File: src/rtl/enc_defines.sv
// Shared encoder partition codes and field widths, common to all encoder blocks.
`ifndef ENC_DEFINES_V
`define ENC_DEFINES_V

`define MB_TYPE_LEN      3
`define SUB_MB_TYPE_LEN  2

`define PART16X16  3'd0
`define PART16X8   3'd1
`define PART8X16   3'd2
`define PART8X8    3'd3

`define SUBPART8X8 2'd0
`define SUBPART8X4 2'd1
`define SUBPART4X8 2'd2
`define SUBPART4X4 2'd3

`endif

File: src/rtl/ime_mv_select_pkg.sv
// Types and helpers for ime_mv_select; partition codes come from enc_defines.
`ifndef ENC_DEFINES_V
`include "enc_defines.sv"
`endif

package ime_mv_select_pkg;

    localparam int MBT_W = `MB_TYPE_LEN;
    localparam int SBT_W = `SUB_MB_TYPE_LEN;

    localparam logic [MBT_W-1:0] P16X16 = `PART16X16;
    localparam logic [MBT_W-1:0] P16X8  = `PART16X8;
    localparam logic [MBT_W-1:0] P8X16  = `PART8X16;
    localparam logic [MBT_W-1:0] P8X8   = `PART8X8;

    localparam logic [SBT_W-1:0] SP8X8 = `SUBPART8X8;
    localparam logic [SBT_W-1:0] SP8X4 = `SUBPART8X4;
    localparam logic [SBT_W-1:0] SP4X8 = `SUBPART4X8;
    localparam logic [SBT_W-1:0] SP4X4 = `SUBPART4X4;

    typedef enum logic [1:0] {ST_IDLE, ST_SEND, ST_DONE} state_t;

    // True when 4x4 block b is the first (z-order) block of its partition.
    function automatic logic is_lead(input logic [MBT_W-1:0] mbt,
                                     input logic [4*SBT_W-1:0] sub,
                                     input logic [3:0] b);
        logic [SBT_W-1:0] st;
        logic             r;
        st = sub[b[3:2]*SBT_W +: SBT_W];
        case (mbt)
            P16X8:   r = (b[2:0] == 3'd0);
            P8X16:   r = !b[3] && (b[1:0] == 2'd0);
            P8X8: begin
                case (st)
                    SP8X4:   r = !b[0];
                    SP4X8:   r = !b[1];
                    SP4X4:   r = 1'b1;
                    default: r = (b[1:0] == 2'd0);
                endcase
            end
            default: r = (b == 4'd0);
        endcase
        return r;
    endfunction

    // Index of the last leading block of the macroblock.
    function automatic logic [3:0] last_lead(input logic [MBT_W-1:0] mbt,
                                             input logic [4*SBT_W-1:0] sub);
        logic [3:0] r;
        case (mbt)
            P16X8:   r = 4'd8;
            P8X16:   r = 4'd4;
            P8X8: begin
                case (sub[3*SBT_W +: SBT_W])
                    SP8X4:   r = 4'd14;
                    SP4X8:   r = 4'd13;
                    SP4X4:   r = 4'd15;
                    default: r = 4'd12;
                endcase
            end
            default: r = 4'd0;
        endcase
        return r;
    endfunction

endpackage

File: src/rtl/ime_mv_mux.sv
// Combinational per-4x4-block MV selection from latched partition MVs.
module ime_mv_mux
    import ime_mv_select_pkg::*;
#(
    parameter int MV_W = 20
) (
    input  logic [MBT_W-1:0]   mb_type_i,
    input  logic [4*SBT_W-1:0] sub_mb_type_i,
    input  logic [3:0]         blk_i,
    input  logic [MV_W-1:0]    mv16x16_i,
    input  logic [2*MV_W-1:0]  mv16x8_i,
    input  logic [2*MV_W-1:0]  mv8x16_i,
    input  logic [4*MV_W-1:0]  mv8x8_i,
    input  logic [8*MV_W-1:0]  mv8x4_i,
    input  logic [8*MV_W-1:0]  mv4x8_i,
    input  logic [16*MV_W-1:0] mv4x4_i,
    output logic [MV_W-1:0]    mv_o
);

    logic [1:0]       q;
    logic [1:0]       s;
    logic [SBT_W-1:0] st;

    assign q  = blk_i[3:2];
    assign s  = blk_i[1:0];
    assign st = sub_mb_type_i[q*SBT_W +: SBT_W];

    always_comb begin
        mv_o = mv16x16_i;
        case (mb_type_i)
            P16X8:   mv_o = mv16x8_i[q[1]*MV_W +: MV_W];
            P8X16:   mv_o = mv8x16_i[q[0]*MV_W +: MV_W];
            P8X8: begin
                case (st)
                    SP8X4:   mv_o = mv8x4_i[{q, s[1]}*MV_W +: MV_W];
                    SP4X8:   mv_o = mv4x8_i[{q, s[0]}*MV_W +: MV_W];
                    SP4X4:   mv_o = mv4x4_i[blk_i*MV_W +: MV_W];
                    default: mv_o = mv8x8_i[q*MV_W +: MV_W];
                endcase
            end
            default: mv_o = mv16x16_i;
        endcase
    end

endmodule

File: src/rtl/ime_mv_select.sv
// Streams the per-4x4 best MV of one macroblock as valid/ready beats in z-order.
// Optional macro IME_MVS_PART_EN: emit one beat per partition instead of 16.
module ime_mv_select
    import ime_mv_select_pkg::*;
#(
    parameter int MV_W = 20
) (
    input  logic                 clk,
    input  logic                 rstn,
    input  logic                 start_i,
    input  logic [MBT_W-1:0]     mb_type_i,
    input  logic [4*SBT_W-1:0]   sub_mb_type_i,
    input  logic [MV_W-1:0]      mv16x16_i,
    input  logic [2*MV_W-1:0]    mv16x8_i,
    input  logic [2*MV_W-1:0]    mv8x16_i,
    input  logic [4*MV_W-1:0]    mv8x8_i,
    input  logic [8*MV_W-1:0]    mv8x4_i,
    input  logic [8*MV_W-1:0]    mv4x8_i,
    input  logic [16*MV_W-1:0]   mv4x4_i,
    input  logic                 ready_i,
    output logic                 valid_o,
    output logic [MV_W-1:0]      mv_o,
    output logic [3:0]           blk_idx_o,
    output logic                 busy_o,
    output logic                 done_o
);

    state_t               state_q, state_d;
    logic [3:0]           cnt_q, cnt_d;
    logic [MBT_W-1:0]     mbt_q;
    logic [4*SBT_W-1:0]   sub_q;
    logic [MV_W-1:0]      mv16x16_q;
    logic [2*MV_W-1:0]    mv16x8_q, mv8x16_q;
    logic [4*MV_W-1:0]    mv8x8_q;
    logic [8*MV_W-1:0]    mv8x4_q, mv4x8_q;
    logic [16*MV_W-1:0]   mv4x4_q;
    logic                 latch;
    logic                 lead;
    logic                 last;

    assign latch = (state_q == ST_IDLE) && start_i;

`ifdef IME_MVS_PART_EN
    assign lead = is_lead(mbt_q, sub_q, cnt_q);
    assign last = (cnt_q == last_lead(mbt_q, sub_q));
`else
    assign lead = 1'b1;
    assign last = (cnt_q == 4'd15);
`endif

    always_ff @(posedge clk) begin
        if (!rstn) begin
            state_q   <= ST_IDLE;
            cnt_q     <= '0;
            mbt_q     <= '0;
            sub_q     <= '0;
            mv16x16_q <= '0;
            mv16x8_q  <= '0;
            mv8x16_q  <= '0;
            mv8x8_q   <= '0;
            mv8x4_q   <= '0;
            mv4x8_q   <= '0;
            mv4x4_q   <= '0;
        end else begin
            state_q <= state_d;
            cnt_q   <= cnt_d;
            if (latch) begin
                mbt_q     <= mb_type_i;
                sub_q     <= sub_mb_type_i;
                mv16x16_q <= mv16x16_i;
                mv16x8_q  <= mv16x8_i;
                mv8x16_q  <= mv8x16_i;
                mv8x8_q   <= mv8x8_i;
                mv8x4_q   <= mv8x4_i;
                mv4x8_q   <= mv4x8_i;
                mv4x4_q   <= mv4x4_i;
            end
        end
    end

    // Non-leading blocks (partition mode only) advance without waiting on ready_i.
    always_comb begin
        state_d = state_q;
        cnt_d   = cnt_q;
        valid_o = 1'b0;
        busy_o  = 1'b0;
        done_o  = 1'b0;
        case (state_q)
            ST_IDLE: begin
                if (start_i) begin
                    state_d = ST_SEND;
                    cnt_d   = '0;
                end
            end
            ST_SEND: begin
                busy_o  = 1'b1;
                valid_o = lead;
                if (!lead || ready_i) begin
                    if (last) begin
                        state_d = ST_DONE;
                        cnt_d   = '0;
                    end else begin
                        cnt_d = cnt_q + 4'd1;
                    end
                end
            end
            ST_DONE: begin
                busy_o  = 1'b1;
                done_o  = 1'b1;
                state_d = ST_IDLE;
            end
            default: state_d = ST_IDLE;
        endcase
    end

    assign blk_idx_o = cnt_q;

    ime_mv_mux #(.MV_W(MV_W)) u_mux (
        .mb_type_i     (mbt_q),
        .sub_mb_type_i (sub_q),
        .blk_i         (cnt_q),
        .mv16x16_i     (mv16x16_q),
        .mv16x8_i      (mv16x8_q),
        .mv8x16_i      (mv8x16_q),
        .mv8x8_i       (mv8x8_q),
        .mv8x4_i       (mv8x4_q),
        .mv4x8_i       (mv4x8_q),
        .mv4x4_i       (mv4x4_q),
        .mv_o          (mv_o)
    );

endmodule

File: config.mk
export PLATFORM = sky130hd
export DESIGN_NAME = ime_mv_select
export DESIGN_NICKNAME = d
export VERILOG_FILES = /design/src/rtl/ime_mv_select_pkg.sv /design/src/rtl/ime_mv_mux.sv /design/src/rtl/ime_mv_select.sv
export VERILOG_INCLUDE_DIRS = /design/src /design/src/rtl
export SDC_FILE = /design/constraint.sdc
export NUM_CORES = 1
export LEC_CHECK = 0
export CAP_MARGIN = 20
export CORE_AREA = 4 4 338 340
export DETAILED_ROUTE_END_ITERATION = 8
export DIE_AREA = 0 0 342 344
export HOLD_SLACK_MARGIN = 0.1
export PLACE_DENSITY = 0.57
export SKIP_LAST_GASP = 1
export SLEW_MARGIN = 25
export SYNTH_ARGS = -nofsm -noshare
export SYNTH_HDL_FRONTEND = slang
export SYNTH_SLANG_ARGS = --single-unit
File: constraint.sdc
create_clock -name clk -period 1.8 [get_ports clk]
set_input_delay 0.18 -clock clk [delete_from_list [all_inputs] [get_ports clk]]
set_output_delay 0.18 -clock clk [all_outputs]
set_load 0.01 [all_outputs]
==> flow_summary_export.csv <==
group,metric,value,unit
outcome,outcome,"finished with violations",
outcome,violations,"setup timing",
timing,relSlewSlack,0.601,
timing,setup_tns,-26.58,ns
timing,tightest_slew,0.599,ns
pwr,p_per_area,1110,mW/mm²
worst_setup_path,critPathArrivalTime,3.05,ns
pwr,p_clk_frac,0.291,
grt,grt_pass1_vias,37500,
place,dp_hpwl,128,mm
synthesis,yosys_warnings,0,
place,place_area,0.0500,mm²
synthesis,syn_inst,4318,
floorplan,dieArea,0.118,mm²
timing,finalMaxSlewViolations,0,
floorplan,ioPinCount,862,
synthesis,synth_cell_types,42,
synthesis,netlist.area_leader.share,0.448,
place,place_congestion,0.930,
synthesis,synth_edf_count,0,
cts,clk_latency,0.67,ns
timing,worst_slack,-1.43,ns
synthesis,yosysSeqAreaShare,0.448,
floorplan,fp.dieW,342,µm
grt,grt_pass1_wl,243,mm
pwr,intPower,44.4,mW
grt,antenna_found_initial,16,
synthesis,yosys_register_bits,837,
routing,viasPerCell,5.01,
worst_setup_path,start_kind,"register",
cts,cts_tree,"built",
synthesis,synthFlopType,"dfxtp_1",
routing,drtIter0Drc,2413,
pwr,p_sw_frac,0.336,
pwr,power.switching,22.5,mW
worst_setup_path,crit_fanout,6,
floorplan,start_util,0.335,
pwr,seqPwrFrac,0.352,
timing,clock_skew,0.0194,ns
synthesis,syn_avg_cell_area,8.65,µm²
final_layout,fillers,10100,
cts,cts-root-buf,"clkbuf_16",
worst_setup_path,worstPathRequired,1.62,ns
grt,grt_usage,0.277,
pwr,p_comb_frac,0.357,
routing,detail-route-antenna-nets,0,
pwr,vdd_drop_max,0.000709,V
routing,drcViolationCount,0,
worst_setup_path,reg2reg_depth,10,
floorplan,chipHeight,344,µm
cts,htreeDepth,3,
final_layout,drive_gt1_frac,0.154,
timing,min_period,3.23,ns
routing,num_vias,37000,
routing,wire_per_inst,23.1,µm
cts,clock_sinks,837,
grt,grt_overflow_total,0,
routing,wirelength,171,mm
synthesis,postSynthNetCount,5158,
worst_setup_path,crit_path_end_kind,"output pin",
cts,clkSlewWorstSetupHoldPaths,0.06,ns
place,numPortBuffers,861,
final_layout,final_area,0.0605,mm²
worst_setup_path,critPathKind,"reg -> out",
routing,first_pass_iters,7,
synthesis,synthesis.area,0.0374,mm²
cts,clk_path_buf_depth,3,
timing,fmax,309,MHz
timing,rsz0062_at_grt,"yes",
pwr,power_leakage,22.3,nW
synthesis,synth.largest_area_cell,"dfxtp_1",
cts,cts_buffers,92,
flow_run,drv_cap,0,
final_layout,nets,6646,
final_layout,final_common_cell,"nand2_1",
timing,post-route-period-util,1.80,
final_layout,syn_to_final_growth,62.0,%
min_path,hold_class,"in -> reg",
min_path,whs_path_depth,3,
synthesis,synthTopCellsByArea,"dfxtp_1, nand2_1, a21boi_0",
timing,hold_viol_final,0,
floorplan,coreArea,0.112,mm²
floorplan,rows,123,
synthesis,synthArstFlopShare,0,
grt,grt_max_degree,133,
timing,setup_viol,20,
final_layout,final_cell_mix,"nand2_1, clkdlybuf4s50_1, dfxtp_1",
[critical path: stages (launching register included)]
cell and delay (ns):
dfxtp_4 0.41, buf_12 0.15, buf_16 0.16, buf_8 0.14, buf_16 0.13, mux4_2 0.57, a21oi_4 0.22, a221o_2 0.28
a31oi_4 0.13, buf_6 0.16
[power by group through the flow]
stage | logic [mW] | registers [mW] | clock network (mW)
2_1_floorplan | 10.4 | 23.0 | 0
3_3_place_gp | 19.7 | 23.8 | 0
3_5_place_dp | 19.8 | 23.9 | 0
4_1_cts | 23.2 | 23.5 | 19.9
5_1_grt | 25.6 | 23.8 | 20.5
6_report | 23.9 | 23.5 | 19.5
[synthesized netlist by cell type, types with 3 or more instances]
cell type and instances:
a211oi_1 7, a21boi_0 833, a21oi_1 39, a221o_1 12
a22oi_1 38, a31oi_1 13, a41o_1 7, and2_1 3
buf_1 7, buf_2 35, buf_4 13, buf_6 7
clkbuf_1 301, dfxtp_1 837, ha_1 5, inv_1 5
mux2_2 15, mux2i_1 97, mux4_2 151, nand2_1 1747
nand3_1 8, nor2_1 22, nor2b_1 8, nor3_1 13
nor3b_1 3, o21ai_0 43, o221ai_1 12, o22ai_1 8
o2bb2ai_1 12
[path summary, 6_finish.rpt]
kind                     start            to  slack (ns)
hold reg to reg   mv16x8_q[19]  mv16x8_q[19]        0.45
setup reg to reg    state_q[1]   mv8x8_q[73]        0.04
setup / recovery  blk_idx_o[0]      mv_o[10]       -1.43
hold / removal    mv4x4_i[208]  mv4x4_q[208]        0.13
[registers in the layout (all words and copies together), names as in the netlist]
register   cells
blk_idx_o      4
mbt_q          3
mv8x16_q      40
mv4x4_q      320
mv16x16_q     20
sub_q          8
mv8x8_q       80
mv16x8_q      40
mv8x4_q      160
mv4x8_q      160
state_q        2
[routing by layer]
metal	vias up	wire (µm)	GRT usage
li1	17600	-	-
met1	17900	71500	0.352
met2	1244	82100	0.471
met3	271	9820	0.0403
met4	6	7470	0.117
met5	-	41	0
[through the flow]
step | worst slack, ns | power [mW] | hold WS, ns | instances | util
after floorplan | -0.256 | 33.4 | 0.325 | 4318 | -
after global placement | -1.50 | 43.5 | 0.447 | 6646 | 0.448
after detailed placement | -1.51 | 43.6 | 0.454 | 6646 | 0.448
after CTS | -1.47 | 66.5 | 0.100 | 7368 | 0.539
after global routing | -1.47 | 69.9 | 0.112 | 7382 | 0.542
final | -1.43 | 66.9 | 0.127 | 7386 | 0.542
[what timing repair did]
| item | 4_1_cts | 5_1_grt |
|---|---|---|
| resized for setup | 355 | 148 |
| cloned | 18 | 8 |
| endpoints found under the setup margin | 206 | 360 |
| hold buffers | 504 | 1 |
| hold endpoints to repair | 561 | 1 |
| pin swaps | 74 | 45 |
| setup buffers | 48 | 9 |
[logic make-up (layout without fill, tap and decap cells)]
kind of cell / after synthesis / in the layout / share of synthesized area
compound gates: 1029 / 1029 / 0.203
fa+ha+maj: 5 / 5 / 0.00167
buf+inv: 369 / 1928 / 0.0410
flops: 837 / 837 / 0.448
mux: 263 / 263 / 0.122
other cells: 0 / 9 / 0
simple gates: 1815 / 1815 / 0.185
[final cells by class]
cell class / count / area [µm²] / share of cell area
Inverter: 5 / 18.8 / 0.000310
Multi-Input combinational cell: 3112 / 20200 / 0.334
Clock inverter: 29 / 384 / 0.00635
Clock buffer: 136 / 2730 / 0.0451
Sequential cell: 837 / 16800 / 0.277
Antenna cell: 9 / 22.5 / 0.000372
Tap cell: 1500 / 1880 / 0.0310
Timing Repair Buffer: 1758 / 18500 / 0.306
Note: power is estimated with default switching activity, not from simulation.
